<file path="src/rtl/add_pkg.sv">
// ============================================================================
// Module   : add_pkg
// Brief    : Shared constants, depth helper and pipeline stage record for
//            the chunked adder. Sign fields exist only with ADD_OVF_FLAG_EN.
// Revision : 1.0 - initial release
// ============================================================================
`default_nettype none

package add_pkg;

    localparam int ADD_WIDTH = 27;
    localparam int ADD_CHUNK = 9;

    function automatic int nstg(input int width, input int chunk);
        return width / chunk;
    endfunction

    // a_hi/b_hi hold the still-unresolved operand bits shifted down so the
    // next slice to add always sits at [CHUNK-1:0].
    typedef struct packed {
        logic                 valid;
        logic                 carry;
        logic [ADD_WIDTH-1:0] sum_lo;
        logic [ADD_WIDTH-1:0] a_hi;
        logic [ADD_WIDTH-1:0] b_hi;
`ifdef ADD_OVF_FLAG_EN
        logic                 sa;
        logic                 sb;
`endif
    } add_stage_t;

endpackage

`default_nettype wire

</file>
<file path="src/rtl/add_chunk.sv">
// ============================================================================
// Module   : add_chunk
// Brief    : CHUNK-bit combinational ripple slice with carry in/out.
// Revision : 1.0 - initial release
// ============================================================================
`default_nettype none

module add_chunk #(
    parameter int CHUNK = 9
) (
    input  logic [CHUNK-1:0] i_a,
    input  logic [CHUNK-1:0] i_b,
    input  logic             i_ci,
    output logic [CHUNK-1:0] o_s,
    output logic             o_co
);

    assign {o_co, o_s} = {1'b0, i_a} + {1'b0, i_b} + {{CHUNK{1'b0}}, i_ci};

endmodule

`default_nettype wire

</file>
<file path="src/rtl/add27_pipe.sv">
// ============================================================================
// Module   : add27_pipe
// Brief    : Pipelined WIDTH-bit adder resolving one CHUNK slice per stage,
//            valid/ready on both sides. Define ADD_OVF_FLAG_EN for ovf output.
// Revision : 1.0 - initial release
// ============================================================================
`default_nettype none

module add27_pipe
    import add_pkg::*;
#(
    parameter int WIDTH = ADD_WIDTH,
    parameter int CHUNK = ADD_CHUNK
) (
    input  logic             clk,
    input  logic             reset_n,
    input  logic             in_valid,
    output logic             in_ready,
    input  logic [WIDTH-1:0] a,
    input  logic [WIDTH-1:0] b,
    input  logic             cin,
    output logic             out_valid,
    input  logic             out_ready,
    output logic [WIDTH-1:0] s,
    output logic             cout
`ifdef ADD_OVF_FLAG_EN
    ,
    output logic             ovf
`endif
);

    localparam int NSTG = nstg(WIDTH, CHUNK);

    add_stage_t       r_stg [NSTG];
    add_stage_t       w_src [NSTG];
    add_stage_t       w_nxt [NSTG];
    logic [CHUNK-1:0] w_cs  [NSTG];
    logic             w_co  [NSTG];
    logic             w_adv;

    // The whole pipe moves as one; a stalled output freezes every stage.
    assign w_adv    = !r_stg[NSTG-1].valid || out_ready;
    assign in_ready = w_adv;

    always_comb begin
        w_src[0]        = '0;
        w_src[0].valid  = in_valid;
        w_src[0].carry  = cin;
        w_src[0].a_hi   = a;
        w_src[0].b_hi   = b;
`ifdef ADD_OVF_FLAG_EN
        w_src[0].sa     = a[WIDTH-1];
        w_src[0].sb     = b[WIDTH-1];
`endif
        for (int k = 1; k < NSTG; k++) begin
            w_src[k] = r_stg[k-1];
        end
    end

    for (genvar k = 0; k < NSTG; k++) begin : g_stage
        add_chunk #(
            .CHUNK (CHUNK)
        ) u_chunk (
            .i_a  (w_src[k].a_hi[CHUNK-1:0]),
            .i_b  (w_src[k].b_hi[CHUNK-1:0]),
            .i_ci (w_src[k].carry),
            .o_s  (w_cs[k]),
            .o_co (w_co[k])
        );
    end

    always_comb begin
        for (int k = 0; k < NSTG; k++) begin
            w_nxt[k]        = w_src[k];
            w_nxt[k].carry  = w_co[k];
            w_nxt[k].sum_lo = w_src[k].sum_lo
                            | ({{(WIDTH-CHUNK){1'b0}}, w_cs[k]} << (k * CHUNK));
            w_nxt[k].a_hi   = w_src[k].a_hi >> CHUNK;
            w_nxt[k].b_hi   = w_src[k].b_hi >> CHUNK;
        end
    end

    always_ff @(posedge clk or negedge reset_n) begin
        if (!reset_n) begin
            for (int k = 0; k < NSTG; k++) begin
                r_stg[k] <= '0;
            end
        end else if (w_adv) begin
            for (int k = 0; k < NSTG; k++) begin
                r_stg[k] <= w_nxt[k];
            end
        end
    end

    assign out_valid = r_stg[NSTG-1].valid;
    assign s         = r_stg[NSTG-1].sum_lo;
    assign cout      = r_stg[NSTG-1].carry;

`ifdef ADD_OVF_FLAG_EN
    assign ovf = (r_stg[NSTG-1].sa == r_stg[NSTG-1].sb)
               && (r_stg[NSTG-1].sum_lo[WIDTH-1] != r_stg[NSTG-1].sa);
`endif

endmodule

`default_nettype wire

</file>
<file path="config.mk">
export PLATFORM = sky130hd
export DESIGN_NAME = add27_pipe
export DESIGN_NICKNAME = d
export VERILOG_FILES = /design/src/rtl/add_pkg.sv /design/src/rtl/add_chunk.sv /design/src/rtl/add27_pipe.sv
export SDC_FILE = /design/constraint.sdc
export NUM_CORES = 1
export LEC_CHECK = 0
export BUFFER_PORTS_ARGS = -buffer_cell sky130_fd_sc_hd__buf_2
export CAP_MARGIN = 20
export CORE_MARGIN = 5
export CORE_UTILIZATION = 59
export CTS_BUF_LIST = sky130_fd_sc_hd__clkbuf_4
export CTS_CLUSTER_SIZE = 40
export DETAILED_ROUTE_END_ITERATION = 10
export PLACE_DENSITY = 0.87
export SYNTH_ARGS = -nofsm -noshare
export SYNTH_HDL_FRONTEND = slang
export SYNTH_HIERARCHICAL = 1
export SYNTH_SLANG_ARGS = --single-unit
</file>
<file path="constraint.sdc">
create_clock -name clk -period 3 [get_ports clk]
set_input_delay 0.6 -clock clk [delete_from_list [all_inputs] [get_ports clk]]
set_output_delay 0.6 -clock clk [all_outputs]
set_load 0.05 [all_outputs]
</file>
# ---- After elaboration in Yosys (flattened, before gate mapping)
# Cells that the tools add are included.
dict set report op_classes {
  addsub 6
  n_bitwise 2
  n_reduce_logical 2
}
# operator n
set op_table {}
lappend op_table {{$add A10 B1 Y10} 3}
lappend op_table {{$add A9 B9 Y10} 3}
lappend op_table {{$or A27 B27 Y27} 1}
lappend op_table {{$or A9 B18 Y18} 1}
lappend op_table {{$logic_not A1 Y1} 1}
lappend op_table {{$logic_or A1 B1 Y1} 1}
dict set report word_totals {
  register_bits 123
  input_bits 59
  output_inout_bits 30
  word_cells 23
}

# ---- Logic depth before layout (Yosys ltp)
dict set report logic_depth {
  ltp_word 3
  depth_mapped 9
  ltp_nobuf 9
}

# ---- Hierarchy
# Netlist, hierarchy kept.
# module instances cells_per_inst area_per_inst_um2 seq_area_each_um2
set modules_own_cells {}
lappend modules_own_cells {add27_pipe 1 269 4636.9 2852.7}
lappend modules_own_cells {{add_chunk (g_stage[1].u_chunk ...)} 2 49 375.4 0.0}
lappend modules_own_cells {{add_chunk (g_stage[0].u_chunk)} 1 51 381.6 0.0}

# ---- Worst setup path before layout
# OpenSTA, ideal clock, no wires.
dict set report synth_timing {
  path_kind {input -> register}
  from {in a[0]}
  to {reg r_stg[226] in the netlist's numbering}
  setup_time_ns 0.125
  t_arrival_ns 2.346
  required_time_ns 2.875
  setup_slack_ns 0.529
  path_stages 9
  cell_sequence {inv_1 > fa_1 > fa_1 > nor2b_1 > o31a_1 > o21ai_2 > and2b_1 > xnor2_1 > mux2_2}
}
# element line
set synth_rtl {}
lappend synth_rtl {{start: declaration} add27_pipe.sv:19} ;# input logic [WIDTH-1:0] a,
lappend synth_rtl {{end signal: indexed assignment} add27_pipe.sv:90} ;# r_stg[k] <= w_nxt[k];
lappend synth_rtl {{end: declaration} add27_pipe.sv:34} ;# add_stage_t r_stg [NSTG];

==> impl_metrics.env <==
export IMPL_yosysMostFrequentCell="dfrtp_1"
export IMPL_swShare_pct=37.9
export IMPL_drv_cap=0
export IMPL_reg2regPathDepth=9
export IMPL_min_path_cells=2
export IMPL_max_stage_delay_ns=0.47
export IMPL_crit_chain="inv_1, fa_1, fa_1, inv_1, a21oi_4, o21ai_2, o41a_1, xor2_1, mux2_2"
export IMPL_synth_top_flop_cell="dfrtp_1"
export IMPL_coreArea_um2=9640
export IMPL_clockBufferDepth=2
export IMPL_critPathLaunchType="flop"
export IMPL_antenna_found_initial=0
export IMPL_yosys_register_bits=114
export IMPL_clkSlewWorstSetupHoldPaths_ns=0.10
export IMPL_ys_top_cells_by_area="dfrtp_1 49%, mux2_2 13%, mux2_4 12%"
export IMPL_grt_pass1_wl_um=16600
export IMPL_max_vdd_ir_drop_uv=713
export IMPL_power_share_sequential_pct=36.4
export IMPL_cp_end_kind="flop"
export IMPL_die_x_um=109
export IMPL_syn_area_um2=5770
export IMPL_fin_util_pct=66.9
export IMPL_route_detailed_drc=0
export IMPL_io_pins=89
export IMPL_internal_power_mw=4.10
export IMPL_wl_um=9790
export IMPL_first_iter_violations=122
export IMPL_holdCritPathClass="input pin to flop"
export IMPL_htree_levels=4
export IMPL_dr_pass1_iters=4
export IMPL_min_period_over_period_pct=75.7
export IMPL_final_area_um2=6450
export IMPL_syn_num_nets=507
export IMPL_die_h_um=109
export IMPL_clock_sinks=114
export IMPL_fin_crit_ns=2.27
export IMPL_pwr_share_comb_pct=44.3
export IMPL_p_leak_nw=3.15
export IMPL_skew_ns=0.0209
export IMPL_num_fill_cells=699
export IMPL_r2r_start="r_stg[110]$_DFFE_PN0P_"
export IMPL_grt_usage_pct=18.2
export IMPL_hpwl_um=7150
export IMPL_power_net_switching_mw=2.51
export IMPL_vias=3278
export IMPL_slew_headroom_pct=50.9
export IMPL_min_to="r_stg[200]$_DFFE_PN0P_"
export IMPL_p_clk_share_pct=19.3
export IMPL_synth_top_cell_area_share_pct=49.4
export IMPL_io_buffers=88
export IMPL_cts_made_buffers=17
export IMPL_syn_inst=418
export IMPL_via_per_inst=5.15
export IMPL_path_class="flop to flop"
export IMPL_r2r_end="s[26]$_DFFE_PN0P_"
export IMPL_setup_viol=0
export IMPL_cts_tree="yes"
export IMPL_crit_arrival_ns=2.67
export IMPL_max_freq_ghz=0.440
export IMPL_finalPower_mw=6.61
export IMPL_wl_per_cell_um=15.4
export IMPL_finalNetCount=580
export IMPL_synth_edf_count=0
export IMPL_synth_warnings=6
export IMPL_grt_max_degree=53
export IMPL_synth_distinct_cells=31
export IMPL_r2r_setup_slack_ns=0.73
export IMPL_insertion_delay_ns=0.52
export IMPL_placed_area_um2=6120
export IMPL_status="finished clean"
export IMPL_gp_congestion=0.841
export IMPL_syn_mean_instance_area_um2=13.8
export IMPL_grt_pass1_vias=3489
export IMPL_syn2layout_area_growth_pct=11.8
export IMPL_num_antenna_cells=0
export IMPL_holdCritStartpoint="a[16]"
export IMPL_tightest_slew_ns=0.737
export IMPL_path_max_fanout=2
export IMPL_fin_setup_tns_ns=0
export IMPL_yosysSeqAreaShare_pct=49.4
export IMPL_powerDensity_nw_per_um2=1020
export IMPL_die_area_um2=11900
export IMPL_clockRootBuffer="clkbuf_4"
export IMPL_ant_nets=0
export IMPL_initial_core_util_pct=59.9
export IMPL_ys_async_sr_fraction_pct=100
export IMPL_slew_viol_final=0
export IMPL_gr_total_overflow=0
export IMPL_hold_viol=0
export IMPL_worstPathRequired_ns=3.40
export IMPL_rsz0062_at_grt="false"
export IMPL_synth_common_cells="114 x dfrtp_1, 65 x mux2_2, 48 x mux2_4"
export IMPL_layout_drive_gt1_share_pct=47.7
export IMPL_yosys_area_top_type="dfrtp_1"
export IMPL_rows=36
export IMPL_slowest_stage="fa_1"
metrics by stage:
stage	hold slack, ns	worst slack [ns]	std cells
floorplan	0.304	0.529	418
global placement	0.441	0.364	604
detailed placement	0.462	0.317	604
CTS	0.248	0.720	636
global route	0.260	0.597	636
finish	0.311	0.728	636
critical path, delay by kind of cell (launching register included):
family | cells | cell delay, ns
buffers and inverters | 2 | 0.17
adders and majority gates | 2 | 0.89
xor gates and xnor gates | 1 | 0.09
AOI/OAI and AO/OA | 3 | 0.38
DFF | 1 | 0.36
muxes | 1 | 0.27
registers in the layout (all words and copies together), names as in the netlist:
register	cells
r_stg	85
s	27
cout	1
out_valid	1
power groups by stage:
stage               clock network (mW)  registers (mW)  logic (mW)
finish                            1.28            2.41        2.93
global route                      1.38            2.48        3.16
CTS                               1.31            2.41        2.96
detailed placement                   0            2.44        2.94
global placement                     0            2.40        2.83
floorplan                            0            2.36        2.66
worst max path at each step:
| stage | from | end | slack [ns] | cells past startpoint |
|---|---|---|---|---|
| after CTS | r_stg[110]$_DFFE_PN0P_ | s[26]$_DFFE_PN0P_ | 0.72 | 9 |
| final | r_stg[110]$_DFFE_PN0P_ | s[26]$_DFFE_PN0P_ | 0.73 | 9 |
| after floorplan | a[0] | r_stg[226]$_DFFE_PN0P_ | 0.53 | 9 |
| after global routing | r_stg[193]$_DFFE_PN0P_ | r_stg[154]$_DFFE_PN0P_ | 0.60 | 9 |
| after detailed placement | a[0] | r_stg[226]$_DFFE_PN0P_ | 0.32 | 10 |
| after global placement | a[0] | r_stg[226]$_DFFE_PN0P_ | 0.36 | 10 |
what timing repair did:
item                      4_1_cts  5_1_grt
hold buffers                    1        0
hold endpoints to repair        1        0
setup buffers                   0        0
gates resized for setup         0        0
cell type report:
| cell class | count | area, um2 | share of cell area (%) |
|---|---|---|---|
| multi-input cells | 239 | 2510 | 38.9 |
| well taps | 133 | 166 | 2.58 |
| clock buffers | 17 | 128 | 1.98 |
| flip-flops and latches | 114 | 2850 | 44.2 |
| clock inverters | 14 | 194 | 3.01 |
| inverters | 25 | 93.8 | 1.46 |
| repair buffers | 94 | 503 | 7.80 |
routing by layer:
layer	wire (um)	track usage, %
met1	4260	22.5
met2	4920	29.5
met3	417	4.74
met4	188	9.11
met5	0	0
cells in the final DEF, fill, tap and decap left out, drive strengths merged:
cell / n
nand3: 4
a21oi: 12
o31a: 1
clkbuf: 17
bufinv: 5
ha: 24
o21ai: 11
clkinv: 7
a21o: 4
xnor2: 15
dlygate4sd3: 1
clkinvlp: 2
buf: 93
and4: 2
o21a: 2
o41a: 2
nand2b: 4
mux2: 113
inv: 25
a31oi: 4
nor2b: 4
dfrtp: 114
nor2: 11
xor2: 5
and2b: 1
nand2: 9
nor3: 3
o2111ai: 2
fa: 6
logic make-up after synthesis:
| logic type | after synthesis | share of synthesized area (%) |
|---|---|---|
| AO/OA/AOI/OAI | 38 | 4.64 |
| XOR/XNOR | 20 | 3.04 |
| adder cells (fa/ha/maj) | 30 | 7.29 |
| buffers and inverters | 65 | 7.03 |
| flip-flops | 114 | 49.4 |
| multiplexers | 113 | 25.2 |
| AND/OR/NAND/NOR | 38 | 3.38 |
No activity file was read; power rests on OpenSTA's default activity.
